File: config.mk
export PLATFORM = sky130hd
export DESIGN_NAME = turn_controller
export DESIGN_NICKNAME = d
export VERILOG_FILES = /design/src/rtl/turn_controller.sv
export SDC_FILE = /design/constraint.sdc
export NUM_CORES = 1
export LEC_CHECK = 0
export ABC_CLOCK_PERIOD_IN_PS = 2950
export CORE_MARGIN = 10
export CORE_UTILIZATION = 60
export DETAILED_ROUTE_END_ITERATION = 10
export DONT_BUFFER_PORTS = 1
export PLACE_DENSITY_LB_ADDON = 0.2
export SYNTH_ARGS = -nofsm -noshare
export SYNTH_HDL_FRONTEND = slang
export SYNTH_SLANG_ARGS = --single-unit
File: constraint.sdc
create_clock -name clk -period 2.95 [get_ports clk]
set_input_delay 0.4425 -clock clk [delete_from_list [all_inputs] [get_ports clk]]
set_output_delay 0.4425 -clock clk [all_outputs]
set_load 0.01 [all_outputs]
File: src/rtl/turn_controller.sv
// Tic-tac-toe turn sequencer: takes cell selections, strobes moves into the board register,
// reads the board back to detect win/draw, alternates players and auto-plays on timeout.
module turn_controller #(
    parameter int unsigned TIMEOUT_CYCLES = 750_000_000
) (
    input  logic            clk,
    input  logic            rst,
    input  logic [3:0]      sel_pos,
    input  logic            confirm,
    input  logic [8:0][1:0] matriz,
    output logic [3:0]      pos,
    output logic            jugador,
    output logic            boton,
    output logic            board_rst,
    output logic [1:0]      winner,
    output logic            game_over
);

    localparam int unsigned TimerW = (TIMEOUT_CYCLES > 1) ? $clog2(TIMEOUT_CYCLES) : 1;
    localparam logic [TimerW-1:0] TimerLast = TimerW'(TIMEOUT_CYCLES - 1);

    localparam logic [2:0] StClear    = 3'd0;
    localparam logic [2:0] StWaitMove = 3'd1;
    localparam logic [2:0] StWrite    = 3'd2;
    localparam logic [2:0] StSettle   = 3'd3;
    localparam logic [2:0] StCheck    = 3'd4;
    localparam logic [2:0] StDone     = 3'd5;

    localparam logic [1:0] CellEmpty = 2'b00;
    localparam logic [1:0] CellX     = 2'b01;
    localparam logic [1:0] CellO     = 2'b10;

    localparam logic [1:0] WinNone = 2'b00;
    localparam logic [1:0] WinX    = 2'b01;
    localparam logic [1:0] WinO    = 2'b10;
    localparam logic [1:0] WinDraw = 2'b11;

    // Each nibble is a cell index; one 12-bit entry per winning line.
    localparam logic [7:0][2:0][3:0] Lines = {
        12'h246, 12'h048, 12'h258, 12'h147,
        12'h036, 12'h678, 12'h345, 12'h012
    };

    logic [2:0]        state_q, state_d;
    logic [3:0]        pos_q, pos_d;
    logic              jugador_q, jugador_d;
    logic              boton_q, boton_d;
    logic              board_rst_q, board_rst_d;
    logic [1:0]        winner_q, winner_d;
    logic              game_over_q, game_over_d;
    logic [TimerW-1:0] timer_q, timer_d;

    logic       x_win;
    logic       o_win;
    logic       any_empty;
    logic       sel_free;
    logic [3:0] lowest_empty;
    logic       timed_out;

    function automatic logic line_owned(input logic [8:0][1:0] board,
                                        input logic [2:0][3:0] idx,
                                        input logic [1:0]      mark);
        line_owned = (board[idx[0]] == mark) && (board[idx[1]] == mark) &&
                     (board[idx[2]] == mark);
    endfunction

    always_comb begin
        x_win = 1'b0;
        o_win = 1'b0;
        for (int l = 0; l < 8; l++) begin
            x_win = x_win | line_owned(matriz, Lines[l], CellX);
            o_win = o_win | line_owned(matriz, Lines[l], CellO);
        end
    end

    // Scan downwards so the last assignment wins and leaves the lowest empty index.
    always_comb begin
        any_empty    = 1'b0;
        sel_free     = 1'b0;
        lowest_empty = 4'd0;
        for (int i = 8; i >= 0; i--) begin
            if (matriz[i] == CellEmpty) begin
                any_empty    = 1'b1;
                lowest_empty = 4'(i);
                if (sel_pos == 4'(i)) begin
                    sel_free = 1'b1;
                end
            end
        end
    end

    assign timed_out = (timer_q == TimerLast);

    always_comb begin
        state_d     = state_q;
        pos_d       = pos_q;
        jugador_d   = jugador_q;
        boton_d     = 1'b0;
        board_rst_d = 1'b0;
        winner_d    = winner_q;
        game_over_d = game_over_q;
        timer_d     = timer_q;

        case (state_q)
            StClear: begin
                jugador_d   = 1'b1;
                winner_d    = WinNone;
                game_over_d = 1'b0;
                timer_d     = '0;
                state_d     = StWaitMove;
            end

            StWaitMove: begin
                if (!timed_out) begin
                    timer_d = timer_q + TimerW'(1);
                end
                // A legal confirm takes priority over an expiring timer.
                if (confirm && sel_free) begin
                    pos_d   = sel_pos;
                    boton_d = 1'b1;
                    state_d = StWrite;
                end else if (timed_out && any_empty) begin
                    pos_d   = lowest_empty;
                    boton_d = 1'b1;
                    state_d = StWrite;
                end
            end

            StWrite: begin
                state_d = StSettle;
            end

            StSettle: begin
                state_d = StCheck;
            end

            StCheck: begin
                if (x_win) begin
                    winner_d    = WinX;
                    game_over_d = 1'b1;
                    state_d     = StDone;
                end else if (o_win) begin
                    winner_d    = WinO;
                    game_over_d = 1'b1;
                    state_d     = StDone;
                end else if (!any_empty) begin
                    winner_d    = WinDraw;
                    game_over_d = 1'b1;
                    state_d     = StDone;
                end else begin
                    jugador_d = ~jugador_q;
                    timer_d   = '0;
                    state_d   = StWaitMove;
                end
            end

            StDone: begin
                if (confirm) begin
                    board_rst_d = 1'b1;
                    game_over_d = 1'b0;
                    state_d     = StClear;
                end
            end

            default: begin
                board_rst_d = 1'b1;
                state_d     = StClear;
            end
        endcase
    end

    always_ff @(posedge clk) begin
        if (rst) begin
            state_q     <= StClear;
            pos_q       <= 4'd0;
            jugador_q   <= 1'b1;
            boton_q     <= 1'b0;
            board_rst_q <= 1'b1;
            winner_q    <= WinNone;
            game_over_q <= 1'b0;
            timer_q     <= '0;
        end else begin
            state_q     <= state_d;
            pos_q       <= pos_d;
            jugador_q   <= jugador_d;
            boton_q     <= boton_d;
            board_rst_q <= board_rst_d;
            winner_q    <= winner_d;
            game_over_q <= game_over_d;
            timer_q     <= timer_d;
        end
    end

    assign pos       = pos_q;
    assign jugador   = jugador_q;
    assign boton     = boton_q;
    assign board_rst = board_rst_q;
    assign winner    = winner_q;
    assign game_over = game_over_q;

endmodule

After elaboration in Yosys (flattened, before gate mapping):

Index checks and enable logic that the tools add are counted.

* reduce and logical (&&, ||, !) cells: 57
* bitwise logic cells: 16
* add/sub/neg operators: 1
* eq/ne operators: 39
* mux-type cells: 67

Operators by type and width (count)
* two-way mux 30 bit: 4
* one-hot mux 30 bit (3 select lines): 1
* two-way mux 4 bit: 11
* two-way mux 1 bit: 37
* logical AND 1 bit: 34
* adder 30 x 1 -> 30 bit (second input constant): 1
* equality test 30 bit (second input constant): 1
* equality test 2 x 1 -> 1 bit (second input constant): 9
* equality test 2 bit (second input constant): 9
* zero test 2 bit: 9
* two-way mux 3 bit: 6
* one-hot mux 3 bit (6 select lines): 1
* equality test 4 x 3 -> 1 bit (second input constant): 4
* OR 1 bit: 14
* inequality test 2 bit (second input constant): 5
* equality test 4 x 2 -> 1 bit (second input constant): 2
* equality test 3 x 2 -> 1 bit (second input constant): 2
* equality test 3 bit (second input constant): 2
* two-way mux 2 bit: 3
* AND reduction 2 bit: 3
* nonzero test 3 bit: 2
* AND reduction 5 bit: 1
* OR reduction 5 bit: 1
* equality test 4 x 1 -> 1 bit (second input constant): 1
* 14 further kinds: 17

* output and inout bits: 10
* register bits after elaboration: 43
* input port bits: 25
* word-level logic and storage cells: 188

Logic depth before layout (Yosys ltp):

* depth after elaboration: 22
* depth in mapped cells: 9
* mapped depth without buffers: 7

Worst setup path after synthesis:

Ideal clock, no wire load.

* kind: input port to flip-flop
* from: input matriz[8] (netlist bit)
* to: register timer_q[18]
* arrival: 2.054 ns
* cell stages on the path: 8
* data required time: 2.880 ns
* slack: 0.826 ns
* cells stage by stage: and4bb_1 o311ai_1 and4_1 buf_4 a32oi_4 buf_6 or4_1 a21oi_1

* word-level cells in the longest chain between the ends: 12
* elaborated cells between the ends (all ways): 42

Ends and longest elaborated chain
* from (decl): RTL line 10 `input logic [8:0][1:0] matriz,`
* equality test 2 bit or equality test 2 x 1 -> 1 bit (tied branches): RTL line 63 `line_owned = (board[idx[0]] == mark) && (board[idx[1]] == mark) &&`
* logical AND 1 bit (2 in series): RTL line 63
* OR 1 bit (on tied branches) (7 in series): RTL line 72, 71
* inequality test 2 bit (no source line)
* AND reduction 5 bit (no source line) *
* to (signal assigned): RTL line 190 `timer_q <= timer_d;`
* to (decl): RTL line 51 `logic [TimerW-1:0] timer_q, timer_d;`

Every way passes the cells marked *; elsewhere a longest branch is shown, timed or not.
A chain may end at the register's enable or synchronous reset.

Final worst setup path:

* from: register timer_q[9]
* to: register timer_q[29]

* word-level cells in the longest chain between the ends: 3
* elaborated cells between the ends (all ways): 6

Ends and longest elaborated chain (RTL line)
* adder 30 x 1 -> 30 bit or equality test 30 bit (tied branches): 115, 92
* two-way mux 30 bit or inequality test 2 bit (tied branches)
* one-hot mux 30 bit (3 select lines) or AND reduction 5 bit (tied branches)

Parallel ways exist; a longest one is shown, timed or not. The select of a mux whose other input is x is not followed.

==> flow_summary.yaml <==
status:
  outcome: "completed"
worst_hold_path:
  worstHoldPathType: "in -> reg"
  min_delay_path_depth: 1
detailed_routing:
  first_iter_violations: 235
  met2_wirelength_um: 3020
  dr_wl_met3_um: 641
  drc: 0
  drt-vias-per-instance: 6.93
  wl_met1_um: 3200
  wl_per_cell_um: 17.6
  highest_layer: "met4"
  vias: 2745
  ant_nets: 0
  wirelength_um: 6990
  firstDrtPassIters: 5
timing:
  fmax_mhz: 412
  slew_viol_final: 0
  setup_viol: 0
  rsz0062_at_grt: "false"
  clock_skew_ns: 0.00957
  final_hold_viol_count: 0
  tightest_slew_ns: 0.649
  slew_headroom_pct: 56.7
  fin_crit_sh_pct: 82.3
  finalSetupTns_ns: 0
  period_needed_ns: 2.43
worst_setup_path:
  end_kind: "register"
  crit_arrival_ns: 2.68
  crit_required_ns: 3.20
  critPathLaunchType: "register"
  r2r_cells: 6
  critPathKind: "reg -> reg"
  path_max_fanout: 8
floorplanning:
  die-area_um2: 7690
  fp.dieH_um: 87.7
  dieWidth_um: 87.7
  ioPinCount: 35
  start_util_pct: 62.8
  core.rowCount: 24
  core_um2: 4380
clock_network:
  cts_resized: 0
  cts_htree_levels: 2
  cts_tree: "done"
  cts_hold_buf: 0
  post_cts_buffers: 0
  root_buffer: "clkbuf_8"
  clkSinkCount: 43
  path_clk_slew_ns: 0.09
  cts.path.max_buffers: 2
  clk_latency_ns: 0.30
  numCtsBuffers: 5
synthesis:
  synth_nets: 375
  ys_types: 56
  synth.most_common_cell: "dfxtp_1"
  synth_top_area_share_pct: 31.3
  netlist_instances: 349
  ys_warn_count: 0
  synth_area_um2: 2750
  synth_common_cells: "dfxtp_1, a21oi_1, o21ai_0, or3_1, nand3_1"
  yosys.area.top_type: "dfxtp_1"
  synth_edf_count: 0
  synth.avg_cell_area_um2: 7.88
  synth-main-ff-cell: "dfxtp_1"
  ys_seq_area_share_pct: 31.3
  synth_async_sr_flop_share_pct: 0
  synthTopCellsByArea: "dfxtp_1, a21oi_1, or3_1, o21ai_0, nor4bb_1"
  synth-seq-cells: 43
placed_design:
  hpwl_um: 5080
  portBuffers: 0
  gp_congestion: 0.969
  place_area_um2: 2770
global_routing:
  grt_pass1_wl_um: 11500
  grt_max_degree: 31
  grt_antenna_before_repair: 0
  overflow: 0
  grt_usage_pct: 17.9
  grt_pass1_vias: 2409
finish:
  finish.utilization_pct: 65.9
  postLayoutCellArea_um2: 2890
  drive_gt1_share_pct: 8.14
  num_antenna_cells: 0
  nets: 369
  syn_to_final_growth_pct: 5.05
pwr:
  power_density_nw_per_um2: 418
  pwr-share-comb_pct: 10.0
  power.switching_uw: 294
  leakagePower_uw: 0.000863
  clock_power_share_pct: 40.2
  p_seq_share_pct: 49.8
  intPower_uw: 914
  netSwitchingFraction_pct: 24.3
  vdd_ir_drop_max_uv: 243
job:
  drv_cap: 0
## worst max-delay path, stage by stage (launching register included)
cell and delay (ns):
dfxtp_1 0.46, nand4_1 0.18, nor4_2 0.45, nand4_1 0.25, or4_1 0.55, or4_1 0.41, nand2_1 0.08
## final timing paths
check | startpoint | to | slack (ns)
max | timer_q[9] | timer_q[29] | 0.52
min | rst | pos[0] | 0.20
max reg2reg | timer_q[9] | timer_q[29] | 0.52
min reg2reg | timer_q[8] | timer_q[8] | 0.52
## sequential cells by signal, summed over array words and instances, names as in the netlist
register	flops
winner	2
timer_q	30
board_rst	1
pos	4
boton	1
game_over	1
jugador	1
state_q	3
## logic make-up after synthesis
logic type	count (synthesis)	synth area share [%]
fa+ha+maj	1	0.455
flops	43	31.3
compound gates	105	23.8
mux	2	1.18
simple gates	171	38.8
xor+xnor	1	0.318
buf+inv	26	4.18
## cell type report
cell class / count / area, µm²
Clock inverter: 2 / 35.0
Sequential cell: 43 / 861
Clock buffer: 6 / 82.6
Inverter: 7 / 26.3
Timing Repair Buffer: 6 / 45.0
Fill cell: 368 / 1490
Multi-Input combinational cell: 280 / 1780
Tap cell: 52 / 65.1
## metal layers
layer  GRT usage [%]  vias up
met5               0        -
met1            24.4     1282
met3            5.94       16
li1                -     1342
met4            5.51        0
met2            25.9      105
## power by group through the flow
stage | Clock [µW] | Sequential [µW] | Combinational [µW]
4_1_cts | 487 | 602 | 120
6_report | 486 | 601 | 121
3_5_place_dp | 0 | 615 | 119
2_1_floorplan | 0 | 610 | 107
5_1_grt | 505 | 604 | 134
3_3_place_gp | 0 | 615 | 117
## cells in the final DEF (no fill, tap or decap), drive strengths merged, types with 2 or more instances in the layout
cell,count
nor3,9
nand3,21
o31ai,7
a21oi,39
nand4,14
dfxtp,43
a211oi,2
o22ai,4
nand2,20
or3,28
o2111ai,2
and4,5
a31o,2
nor2b,7
and3,5
or2,4
nor4,2
nand2b,4
clkbuf,6
nor4bb,12
nand3b,2
buf,6
o211ai,2
or4,8
and4bb,5
o21ai,33
and2,2
a21o,2
a31oi,4
inv,7
nor2,17
nor4b,3
## per-stage QoR
stage / hold WS, ns / total power [µW] / cells / setup slack (ns)
2_1_floorplan: 0.465 / 717 / 349 / 0.826
3_3_place_gp: 0.490 / 732 / 388 / 0.560
3_5_place_dp: 0.505 / 734 / 388 / 0.480
4_1_cts: 0.198 / 1210 / 396 / 0.575
5_1_grt: 0.187 / 1240 / 396 / 0.404
6_report: 0.199 / 1210 / 396 / 0.521
No activity file was read; power rests on OpenSTA's default activity.
